$ cat config.mk
export PLATFORM = sky130hd
export DESIGN_NAME = bitslice_psum_reconstructor
export DESIGN_NICKNAME = d
export VERILOG_FILES = /design/src/rtl/bitslice_psum_reconstructor.sv
export SDC_FILE = /design/constraint.sdc
export NUM_CORES = 1
export LEC_CHECK = 0
export ABC_AREA = 0
export BUFFER_PORTS_ARGS = -buffer_cell sky130_fd_sc_hd__buf_2
export CAP_MARGIN = 20
export CORE_ASPECT_RATIO = 0.8
export CORE_UTILIZATION = 45
export CTS_CLUSTER_SIZE = 12
export DETAILED_ROUTE_END_ITERATION = 7
export PLACE_DENSITY = 0.61
export SLEW_MARGIN = 20
export SYNTH_ARGS = -nofsm -noshare
export SYNTH_HDL_FRONTEND = slang
export SYNTH_SLANG_ARGS = --single-unit
$ cat constraint.sdc
create_clock -name clk -period 9.91 [get_ports clk]
set_input_delay 1.982 -clock clk [delete_from_list [all_inputs] [get_ports clk]]
set_output_delay 1.982 -clock clk [all_outputs]
set_load 0.05 [all_outputs]
$ cat src/rtl/bitslice_psum_reconstructor.sv
// Collects the bit-slice partial-sum beat stream and shift-accumulates it into a full-precision
// dot product; binary mode maps a popcount to 2*pop-N. Saturation is enabled by PSUM_RECON_SAT_EN.
module bitslice_psum_reconstructor #(
  parameter int PSUM_W = 16,
  parameter int OUT_W  = 32,
  parameter int ACC_W  = PSUM_W + 16
) (
  input  logic              clk,
  input  logic              rst,
  input  logic              start,
  input  logic              cfg_bin,
  input  logic [1:0]        cfg_iprec,
  input  logic [1:0]        cfg_wprec,
  input  logic [15:0]       cfg_len,
  input  logic              in_valid,
  output logic              in_ready,
  input  logic [PSUM_W-1:0] in_psum,
  output logic              out_valid,
  input  logic              out_ready,
  output logic [OUT_W-1:0]  out_data
);

  typedef enum logic [1:0] {IDLE, ACC, OUT} state_t;

  state_t                   state, state_nx;
  logic signed [ACC_W-1:0]  acc, acc_nx;
  logic signed [ACC_W-1:0]  psum_ext, len_ext;
  logic [1:0]               wi, ii, wi_max, ii_max;
  logic [3:0]               shamt;
  logic                     bin_q;
  logic [15:0]              len_q;
  logic                     beat, last_beat;
  logic [OUT_W-1:0]         res_fmt;

  // Highest slice index for a precision code; code 3 behaves like 8b.
  function automatic logic [1:0] slice_max(input logic [1:0] code);
    case (code)
      2'd0:    slice_max = 2'd0;
      2'd1:    slice_max = 2'd1;
      default: slice_max = 2'd3;
    endcase
  endfunction

  assign in_ready  = (state == ACC);
  assign out_valid = (state == OUT);
  assign beat      = (state == ACC) && in_valid;
  assign last_beat = beat && (bin_q || (wi == wi_max && ii == ii_max));

  assign psum_ext = {{(ACC_W-PSUM_W){in_psum[PSUM_W-1]}}, in_psum};
  assign len_ext  = {{(ACC_W-16){1'b0}}, len_q};
  assign shamt    = {({1'b0, ii} + {1'b0, wi}), 1'b0};

  // NOTE: every signal written in always_comb gets a default first so no latch is inferred.
  always_comb begin
    state_nx = state;
    case (state)
      IDLE:    if (start)     state_nx = ACC;
      ACC:     if (last_beat) state_nx = OUT;
      OUT:     if (out_ready) state_nx = IDLE;
      default:                state_nx = IDLE;
    endcase
  end

  always_comb begin
    acc_nx = acc;
    if (beat) begin
      if (bin_q) acc_nx = (psum_ext <<< 1) - len_ext;
      else       acc_nx = acc + (psum_ext <<< shamt);
    end
  end

  // Result formatting applied to the value that completes the accumulation.
  generate
    if (ACC_W > OUT_W) begin : g_narrow
      logic ovf;
      assign ovf = !((&acc_nx[ACC_W-1:OUT_W-1]) || !(|acc_nx[ACC_W-1:OUT_W-1]));
`ifdef PSUM_RECON_SAT_EN
      always_comb begin
        res_fmt = acc_nx[OUT_W-1:0];
        if (ovf) res_fmt = acc_nx[ACC_W-1] ? {1'b1, {(OUT_W-1){1'b0}}}
                                           : {1'b0, {(OUT_W-1){1'b1}}};
      end
`else
      logic unused_ovf;
      assign unused_ovf = ovf;
      assign res_fmt    = acc_nx[OUT_W-1:0];
`endif
    end else begin : g_wide
      assign res_fmt = OUT_W'(acc_nx);
    end
  endgenerate

  // NOTE: sequential state uses non-blocking assignments so all registers update together.
  always_ff @(posedge clk or posedge rst) begin
    if (rst) begin
      state    <= IDLE;
      acc      <= '0;
      wi       <= '0;
      ii       <= '0;
      wi_max   <= '0;
      ii_max   <= '0;
      bin_q    <= 1'b0;
      len_q    <= '0;
      out_data <= '0;
    end else begin
      state <= state_nx;
      case (state)
        IDLE: begin
          if (start) begin
            bin_q  <= cfg_bin;
            len_q  <= cfg_len;
            wi_max <= slice_max(cfg_wprec);
            ii_max <= slice_max(cfg_iprec);
            acc    <= '0;
            wi     <= '0;
            ii     <= '0;
          end
        end
        ACC: begin
          if (beat) begin
            acc <= acc_nx;
            if (last_beat) begin
              wi       <= '0;
              ii       <= '0;
              out_data <= res_fmt;
            end else if (wi == wi_max) begin
              wi <= '0;
              ii <= ii + 2'd1;
            end else begin
              wi <= wi + 2'd1;
            end
          end
        end
        default: ;
      endcase
    end
  end

endmodule

==> results of run 1 <==
-- cells by family (layout without fill, tap and decap cells) --
logic type	Yosys count	count (layout)	synth area share [%]
AOI/OAI and AO/OA	248	248	23.6
xor gates and xnor gates	40	40	5.39
adders and majority gates	50	50	9.97
buffers and inverters	69	135	3.98
DFF	91	91	35.0
muxes	27	27	4.43
and+or+nand+nor	255	255	17.6
-- layout make-up --
class	count	area [µm²]	area share (%)
multi-input cells	620	3970	54.2
inverters	36	136	1.86
clock buffers	9	225	3.08
clock inverters	7	51.3	0.701
flip-flops and latches	91	2280	31.1
well taps	180	225	3.08
repair buffers	83	435	5.95
-- worst min-delay path: cells and delay by family, from the launching register on --
family | cells | cell delay, ns
flip-flops | 1 | 0.34
AND/OR/NAND/NOR | 2 | 0.10
-- flip-flops by register name, summed over array words and instances, names as in the netlist --
signal    flops
len_q        16
out_data     32
bin_q         1
ii_max        2
ii            2
acc          32
wi            2
state         2
wi_max        2
-- routing by layer --
layer / vias to the layer above / part of all wire, %
li1: 2888 / -
met1: 2837 / 52
met2: 217 / 40
met3: 11 / 7.2
met4: 0 / 0.75
met5: - / 0
-- stage by stage --
step | utilization [%] | hold WS, ns
2_1_floorplan | - | 0.456
3_3_place_gp | 50.9 | 0.454
3_5_place_dp | 50.9 | 0.460
4_1_cts | 52.9 | 0.477
5_1_grt | 52.9 | 0.509
6_report | 52.9 | 0.471
-- worst paths after layout --
path | from | endpoint | slack (ns) | depth (start not counted)
worst max register to register | wi[0]$_DFFE_PP0P_ | acc[29]$_DFFE_PP0P_ | 4.76 | 17
max in group asynchronous | rst | len_q[5]$_DFFE_PP0P_ | 7.03 | 3
worst max-delay path | in_psum[2] | out_data[30]$_DFFE_PP0P_ | 4.68 | 16
worst min-delay path | out_data[4]$_DFFE_PP0P_ | out_data[4]$_DFFE_PP0P_ | 0.47 | 2
worst min register to register | out_data[4]$_DFFE_PP0P_ | out_data[4]$_DFFE_PP0P_ | 0.47 | 2
min in group asynchronous | rst | out_data[26]$_DFFE_PP0P_ | 1.70 | 2
-- layout by cell type, fill, tap and decap left out, types with 13 or more instances in the layout --
cell type	n
nand2_1	131
o21ai_0	94
dfrtp_1	91
buf_2	75
a21oi_1	61
ha_1	47
nor2_1	45
inv_1	33
xnor2_1	23
xor2_1	17
mux2_2	14
a221o_1	13
mux2i_1	13
==> results by group, run 1 <==
Run status
  – Outcome: completed

Route
  – DRT antenna net count: 0
  – Post-Route WL: 19,000 µm
  – DR pass1 iterations: 5
  – Detailed Route Iter0 Violations: 686
  – WL per Instance: 18.5 µm
  – Drt drc: 0
  – Vias: 5,953
  – Vias/cell: 5.80

CTS
  – # H-tree levels: 3
  – Clock root cell: clkbuf_16
  – Clk buf depth: 2
  – Hold_buf cts: 0
  – TritonCTS buffer count: 9
  – Clk_lat worst skew: 0.36 ns
  – CTS tree: yes
  – Clk sinks: 91
  – Post-CTS Setup Bufs: 0
  – CTS resizes: 0
  – Clock-pin slew on the worst setup and hold paths: 0.07 ns

Logic synthesis
  – Number of distinct library cells after synthesis: 60
  – Synth area leaders: dfrtp_1 (35%), ha_1 (9.0%), nand2_1 (7.6%)
  – Number of synthesized register bits: 91
  – Syn Std Cell Area: 6500 µm²
  – Synth Instances: 780
  – Ys async rst share: 100%
  – Ys flop type: dfrtp_1
  – Synth warn: 0
  – Area leader, netlist: dfrtp_1
  – Synth Net Count: 872
  – Sequential share of the synthesized area: 35.0%
  – Yosys top cell area share: 35.0%
  – Most common cell in the synthesized netlist: nand2_1
  – Post-synth EDFFs: 0
  – Synth top cells by count: nand2_1 (131), o21ai_0 (95), dfrtp_1 (91), a21oi_1 (61), ha_1 (47)
  – Synthesized area per cell: 8.33 µm²

Timing
  – Post-Route Skew: 0.0139 ns
  – Final setup margin: 4.68 ns
  – Final Hold Fails: 0
  – Worst-margin pin slew: 1.14 ns
  – Min Tclk post-route: 5.23 ns
  – Final Cycle Share: 52.8%
  – F_max: 191 MHz
  – RSZ-0062 raised after global routing: no
  – Slew Viols, Final: 0
  – Relative slew slack: 23.4%
  – Setup TNS: 0 ns
  – Final setup viols: 0

Floorplanning
  – Die Wd: 136 µm
  – Num ports: 76
  – Die area: 14,900 µm²
  – FP Rows: 38
  – Starting Density: 47.0%
  – Core area: 13,800 µm²
  – Die H: 110 µm

Place
  – Routability-driven placement congestion ratio: 0.927
  – Port Buffers: 75
  – Pre-CTS setup slack: 4.36 ns
  – DP Wirelength: 14,300 µm
  – Placed Cells: 1,010
  – Post-placement cell area: 7050 µm²

Final layout
  – Area Overhead vs Synth: 12.6%
  – N_diodes: 0
  – Nets: 933
  – Non-filler cells, final: 1,026
  – Fill count: 1,352
  – Design area: 7320 µm²
  – Share of cells above drive strength 1: 14.8%

Critical path
  – Endpoint type of the worst setup path: flip-flop
  – CP startpoint kind: input port
  – Crit path buf inv count: 1
  – Max stage delay cell, worst path: ha_1
  – Critical path cell sequence: buf_2 -> mux2_2 -> nand2_1 -> o21ai_0 -> mux2_2 -> ha_1 -> and4_1 -> a221o_1 -> a2111oi_2 -> a21oi_1 -> o22ai_2 -> o21ai_2 -> a221oi_2 -> xnor2_1 -> nand2_1 -> a31oi_1
  – Worst Path Arrival: 5.51 ns
  – Critical path class: in2reg
  – Crit path largest cell delay: 0.36 ns
  – Top delay family on crit path: compound AO/OA/AOI/OAI gates
  – Worst Path Required: 10.18 ns
  – CP Max Fanout: 6

GRT
  – First-pass GRT wire length: 30,800 µm
  – Antenna violations before repair: 0
  – GRT Max-Usage Layer: met1
  – Largest net degree at the start of global routing: 54
  – Grt met1 use: 43.3%
  – Grt total ovfl: 0
  – Vias in the first global route: 5,597
  – GRT Util Overall: 27.6%
  – M2 GR Usage: 38.3%
  – Met3 GRT Util: 5.72%

Flow run
  – Max cap viols: 0

Min path
  – Hold Crit Class: reg2reg
Power of run 1 is left out: the tool's default activity adds up to more than one toggle a clock period on the data nets, which glitch-free logic cannot reach.
==> inputs of run 2 (changes only) <==
Clock period 9.91 ns to 4.9 ns, I/O delays scaled along.
==> results by group, run 2 (same netlist as run 1, synthesis figures left out) <==
Final layout
  – Top Registers: acc (32), out_data (32), len_q (16) (unchanged)
  – N_diodes: 0 (unchanged)
  – Share of cells above drive strength 1: 15.5% (was 14.8%)
  – Design area: 7450 µm² (was 7320 µm²)
  – Non-filler cells, final: 1,032 (was 1,026)
  – Most frequent cells in the layout: nand2_1 (131), o21ai_0 (94), dfrtp_1 (91) (unchanged)
  – Final core utilization: 53.9% (was 52.9%)
  – Area Overhead vs Synth: 14.6% (was 12.6%)
  – Nets: 939 (was 933)
  – Most common cell after layout, fill and taps aside: nand2_1 (unchanged)

Place
  – Port Buffers: 75 (unchanged)
  – DP Wirelength: 14,200 µm (was 14,300 µm)
  – Post-placement cell area: 7090 µm² (was 7050 µm²)
  – Routability-driven placement congestion ratio: 0.946 (was 0.927)
  – Placed Cells: 1,016 (was 1,010)

Route
  – DR pass1 iterations: 5 (unchanged)
  – Vias: 5,979 (was 5,953)
  – WL per Instance: 18.2 µm (was 18.5 µm)
  – Drt drc: 0 (unchanged)
  – Post-Route WL: 18,800 µm (was 19,000 µm)
  – Vias/cell: 5.79 (was 5.80)
  – Detailed Route Iter0 Violations: 615 (was 686)
  – DRT antenna net count: 0 (unchanged)

Timing
  – RSZ-0062 raised after global routing: yes (was no)
  – Min Tclk post-route: 4.74 ns
  – Relative slew slack: 43.6% (was 23.4%)
  – F_max: 211 MHz
  – Post-Route Skew: 0.0133 ns (was 0.0139 ns)
  – Slew Viols, Final: 0 (unchanged)
  – Final Hold Fails: 0 (unchanged)
  – Final setup viols: 0 (unchanged)
  – Worst-margin pin slew: 0.845 ns (was 1.14 ns)
  – Final Cycle Share: 96.7%

Floorplanning
  – Die Wd: 136 µm (unchanged)
  – Starting Density: 47.0% (unchanged)
  – Num ports: 76 (unchanged)
  – Die H: 110 µm (unchanged)
  – FP Rows: 38 (unchanged)
  – Core area: 13,800 µm² (unchanged)
  – Die area: 14,900 µm² (unchanged)

CTS
  – Clock root cell: clkbuf_16 (unchanged)
  – Post-CTS Setup Bufs: 0 (unchanged)
  – Clk sinks: 91 (unchanged)
  – Clock-pin slew on the worst setup and hold paths: 0.07 ns (about the same)
  – Clk_lat worst skew: 0.36 ns (about the same)
  – # H-tree levels: 3 (unchanged)
  – TritonCTS buffer count: 9 (unchanged)
  – CTS tree: yes (unchanged)
  – Clk buf depth: 2 (unchanged)
  – Hold_buf cts: 0 (unchanged)

Critical path
  – Worst Path Required: 5.14 ns (was 10.18 ns)
  – Endpoint type of the worst setup path: flip-flop (unchanged)
  – R2r startpoint: ii[0]$_DFFE_PP0P_ (was wi[0]$_DFFE_PP0P_)
  – CP startpoint kind: flip-flop (was input port)
  – Top delay family on crit path: compound AO/OA/AOI/OAI gates (unchanged)
  – Crit path largest cell delay: 0.51 ns (was 0.36 ns)
  – Critical path cell sequence: ha_2 -> inv_1 -> fa_1 -> inv_1 -> mux2i_1 -> mux2i_1 -> ha_1 -> a21o_1 -> a21oi_2 -> a21oi_1 -> or4b_1 -> a21o_1 -> o21ai_1 -> a21oi_1 -> or3_1 -> and2_1 -> a221o_1 (was buf_2 -> mux2_2 -> nand2_1 -> o21ai_0 -> mux2_2 -> ha_1 -> and4_1 -> a221o_1 -> a2111oi_2 -> a21oi_1 -> o22ai_2 -> o21ai_2 -> a221oi_2 -> xnor2_1 -> nand2_1 -> a31oi_1)
  – Critical path class: reg2reg (was in2reg)
  – Worst Path Arrival: 4.98 ns (was 5.51 ns)
  – Max stage delay cell, worst path: or4b_1 (was ha_1)
  – Crit path buf inv count: 2 (was 1)
  – Crit path launch: ii[0]$_DFFE_PP0P_ (was in_psum[2])
  – CP Max Fanout: 13 (was 6)

GRT
  – GRT Util Overall: 26.9% (was 27.6%)
  – Antenna violations before repair: 0 (unchanged)
  – Vias in the first global route: 5,653 (was 5,597)
  – First-pass GRT wire length: 30,200 µm (was 30,800 µm)
  – Grt total ovfl: 0 (unchanged)
  – Largest net degree at the start of global routing: 47 (was 54)

Flow run
  – Max cap viols: 0 (unchanged)

Min path
  – Hold Crit Class: reg2reg (unchanged)
  – Min-Delay Startpoint: out_data[26]$_DFFE_PP0P_ (was out_data[4]$_DFFE_PP0P_)

Run status
  – Outcome: completed (unchanged)
## run 2: cell types whose count changed in the layout (fill, tap and decap cells not counted), sizes merged
cell and change:
inv -1, clkinv -2, clkinvlp -2, buf +6, clkbuf +2, bufinv +3
## run 2: metal layers
layer  wire [µm]  global-route usage, %  vias to the layer above
met1        9990                   40.8                     2824
met5           0                      0                        -
li1            -                      -                     2915
met3        1150                   4.79                       27
met4         455                   9.21                        0
met2        7220                   37.7                      213
## run 2: final timing paths
path,slack [ns],end,cells after the start
worst min register to register,0.47,out_data[26]$_DFFE_PP0P_,2
min in group asynchronous,0.74,out_data[19]$_DFFE_PP0P_,2
worst min-delay path,0.47,out_data[26]$_DFFE_PP0P_,2
max in group asynchronous,3.05,ii[0]$_DFFE_PP0P_,3
worst max-delay path,0.16,acc[29]$_DFFE_PP0P_,17
worst max register to register,0.16,acc[29]$_DFFE_PP0P_,17
## run 2: layout make-up
cell class	instances	area, µm²
inverter	36	136
clock buffer	11	253
tap	180	225
multi-input combinational	620	3970
timing repair buffer	89	480
sequential	91	2280
fill	1292	6380
clock inverter	5	108
## run 2: what timing repair did
| action | 4_1_cts | 5_1_grt |
|---|---|---|
| hold endpoints to repair | 0 | 0 |
| setup endpoints to repair | 0 | 7 |
| resized for setup | 0 | 1 |
## run 2: metrics by stage
step	setup slack [ns]	hold WS [ns]	TNS (ns)
6_report	0.164	0.467	0
5_1_grt	-0.0403	0.499	-0.0676
4_1_cts	0.150	0.474	0
3_5_place_dp	0.147	0.457	0
3_3_place_gp	0.262	0.454	0
2_1_floorplan	0.473	0.456	0
## run 2: worst register-to-register path, cell delays in order (launching register included)
cell	delay [ns]
dfrtp_1	0.45
ha_2	0.21
inv_1	0.05
fa_1	0.45
inv_1	0.30
mux2i_1	0.34
mux2i_1	0.16
ha_1	0.37
a21o_1	0.21
a21oi_2	0.18
a21oi_1	0.09
or4b_1	0.51
a21o_1	0.24
o21ai_1	0.16
a21oi_1	0.10
or3_1	0.33
and2_1	0.18
a221o_1	0.31
Power of run 2 is left out for the same reason.
==> inputs of run 3 (changes only) <==
Settings changed: PLACE_DENSITY 0.61 to default.
==> results by group, run 3 (same netlist as run 1, synthesis figures left out) <==
Run status
  – Outcome: completed (unchanged)

Critical path
  – CP startpoint kind: flip-flop (unchanged)
  – CP Max Fanout: 17 (was 13)
  – Endpoint type of the worst setup path: flip-flop (unchanged)
  – Worst Path Required: 5.13 ns (was 5.14 ns)
  – Critical path class: reg2reg (unchanged)
  – Worst Path Arrival: 4.87 ns (was 4.98 ns)
  – R2r startpoint: wi[0]$_DFFE_PP0P_ (was ii[0]$_DFFE_PP0P_)
  – Crit path launch: wi[0]$_DFFE_PP0P_ (was ii[0]$_DFFE_PP0P_)
  – FF-to-FF path depth: 19 (was 17)

CTS
  – Clk buf depth: 2 (unchanged)
  – # H-tree levels: 3 (unchanged)
  – Clock root cell: clkbuf_16 (unchanged)
  – Clk_lat worst skew: 0.35 ns (was 0.36 ns)
  – CTS tree: yes (unchanged)
  – Clock-pin slew on the worst setup and hold paths: 0.07 ns (about the same)
  – Clk sinks: 91 (unchanged)
  – TritonCTS buffer count: 9 (unchanged)
  – Post-CTS Setup Bufs: 0 (unchanged)
  – Hold_buf cts: 0 (unchanged)

Floorplanning
  – Starting Density: 47.0% (unchanged)
  – Die H: 110 µm (unchanged)
  – FP Rows: 38 (unchanged)
  – Die area: 14,900 µm² (unchanged)
  – Die Wd: 136 µm (unchanged)
  – Num ports: 76 (unchanged)
  – Core area: 13,800 µm² (unchanged)

Timing
  – Relative slew slack: 39.9% (was 43.6%)
  – Final Cycle Share: 94.7% (was 96.7%)
  – Slew Viols, Final: 0 (unchanged)
  – Setup TNS: 0 ns (unchanged)
  – Worst-margin pin slew: 0.899 ns (was 0.845 ns)
  – Final Hold Fails: 0 (unchanged)
  – Final setup viols: 0 (unchanged)
  – RSZ-0062 raised after global routing: no (was yes)
  – Min Tclk post-route: 4.64 ns (was 4.74 ns)
  – Post-Route Skew: 0.00878 ns (was 0.0133 ns)
  – F_max: 215 MHz (was 211 MHz)
  – Hold Worst Slack: 0.471 ns (was 0.467 ns)

Final layout
  – Share of cells above drive strength 1: 16.1% (was 15.5%)
  – N_diodes: 0 (unchanged)
  – Design area: 7420 µm² (was 7450 µm²)
  – Most common cell after layout, fill and taps aside: nand2_1 (unchanged)
  – Most frequent cells in the layout: nand2_1 (131), o21ai_0 (94), dfrtp_1 (89) (was nand2_1 (131), o21ai_0 (94), dfrtp_1 (91))
  – Top Registers: acc (32), out_data (32), len_q (16) (unchanged)
  – Area Overhead vs Synth: 14.1% (was 14.6%)
  – Nets: 939 (unchanged)

Min path
  – Min-Delay Startpoint: out_data[4]$_DFFE_PP0P_ (was out_data[26]$_DFFE_PP0P_)
  – Hold Path Depth: 2 (unchanged)
  – Hold Crit Class: reg2reg (unchanged)

Route
  – WL per Instance: 18.6 µm (was 18.2 µm)
  – DRT antenna net count: 0 (unchanged)
  – Detailed Route Iter0 Violations: 469 (was 615)
  – Drt drc: 0 (unchanged)
  – Post-Route WL: 19,200 µm (was 18,800 µm)
  – Vias: 5,920 (was 5,979)
  – Vias/cell: 5.74 (was 5.79)
  – DR pass1 iterations: 5 (unchanged)

GRT
  – First-pass GRT wire length: 30,700 µm (was 30,200 µm)
  – GRT Util Overall: 27.5% (was 26.9%)
  – Vias in the first global route: 5,648 (was 5,653)
  – Grt total ovfl: 0 (unchanged)
  – Antenna violations before repair: 0 (unchanged)
  – Largest net degree at the start of global routing: 52 (was 47)

Place
  – Port Buffers: 75 (unchanged)
  – Routability-driven placement congestion ratio: 0.956 (was 0.946)
  – Post-placement cell area: 7090 µm² (about the same)
  – DP Wirelength: 14,500 µm (was 14,200 µm)

Flow run
  – Max cap viols: 0 (unchanged)
run 3: cell types whose count changed in the layout (fill, tap and decap cells not counted), sizes merged:
cell,change
clkinvlp,+4
buf,-1
inv,-1
bufinv,-2
run 3: worst paths after layout:
check / endpoint / slack (ns)
min reg2reg: out_data[4]$_DFFE_PP0P_ / 0.47
max in group asynchronous: len_q[13]$_DFFE_PP0P_ / 3.16
max reg2reg: acc[31]$_DFFE_PP0P_ / 0.26
min: out_data[4]$_DFFE_PP0P_ / 0.47
min in group asynchronous: out_data[26]$_DFFE_PP0P_ / 0.73
max: acc[31]$_DFFE_PP0P_ / 0.26
run 3: layer usage:
| metal | routed length [µm] | global-route usage [%] |
|---|---|---|
| met1 | 9970 | 42.2 |
| met2 | 7490 | 38.3 |
| met3 | 1370 | 5.72 |
| met4 | 348 | 7.46 |
| met5 | 0 | 0 |
run 3: worst max-delay path, cell delays in order, from the launching register on:
cell and delay [ns]:
dfrtp_2 0.42, ha_2 0.18, inv_1 0.04, fa_1 0.59, buf_4 0.25, nor2b_2 0.08
nor2_1 0.13, a21oi_1 0.08, o21ai_0 0.29, ha_1 0.36, and3_1 0.22, nand2_1 0.06
a21oi_1 0.06, or4b_1 0.50, a21o_1 0.24, o21bai_2 0.22, a21oi_1 0.14, o31ai_1 0.25
a21oi_1 0.10, a311o_1 0.33
run 3: through the flow:
step	util (%)	std cells	setup WS [ns]
detailed placement	51.2	1015	0.141
floorplan	-	780	0.473
CTS	53.4	1031	0.147
finish	53.6	1032	0.258
global route	53.6	1032	0.0224
global placement	51.2	1015	0.214
run 3: area by class of cell:
class,count,area [µm²]
repair inverters,1,5.00
fillers,1301,6420
multi-input cells,620,3990
inverters,36,141
clock inverters,5,62.6
flip-flops and latches,91,2280
well taps,180,225
clock buffers,11,243
repair buffers,88,473
run 3: timing repair:
action,CTS,global route
resized for setup,0,7
hold endpoints to repair,0,0
endpoints found under the setup margin,0,7
Power of run 3 is left out for the same reason.
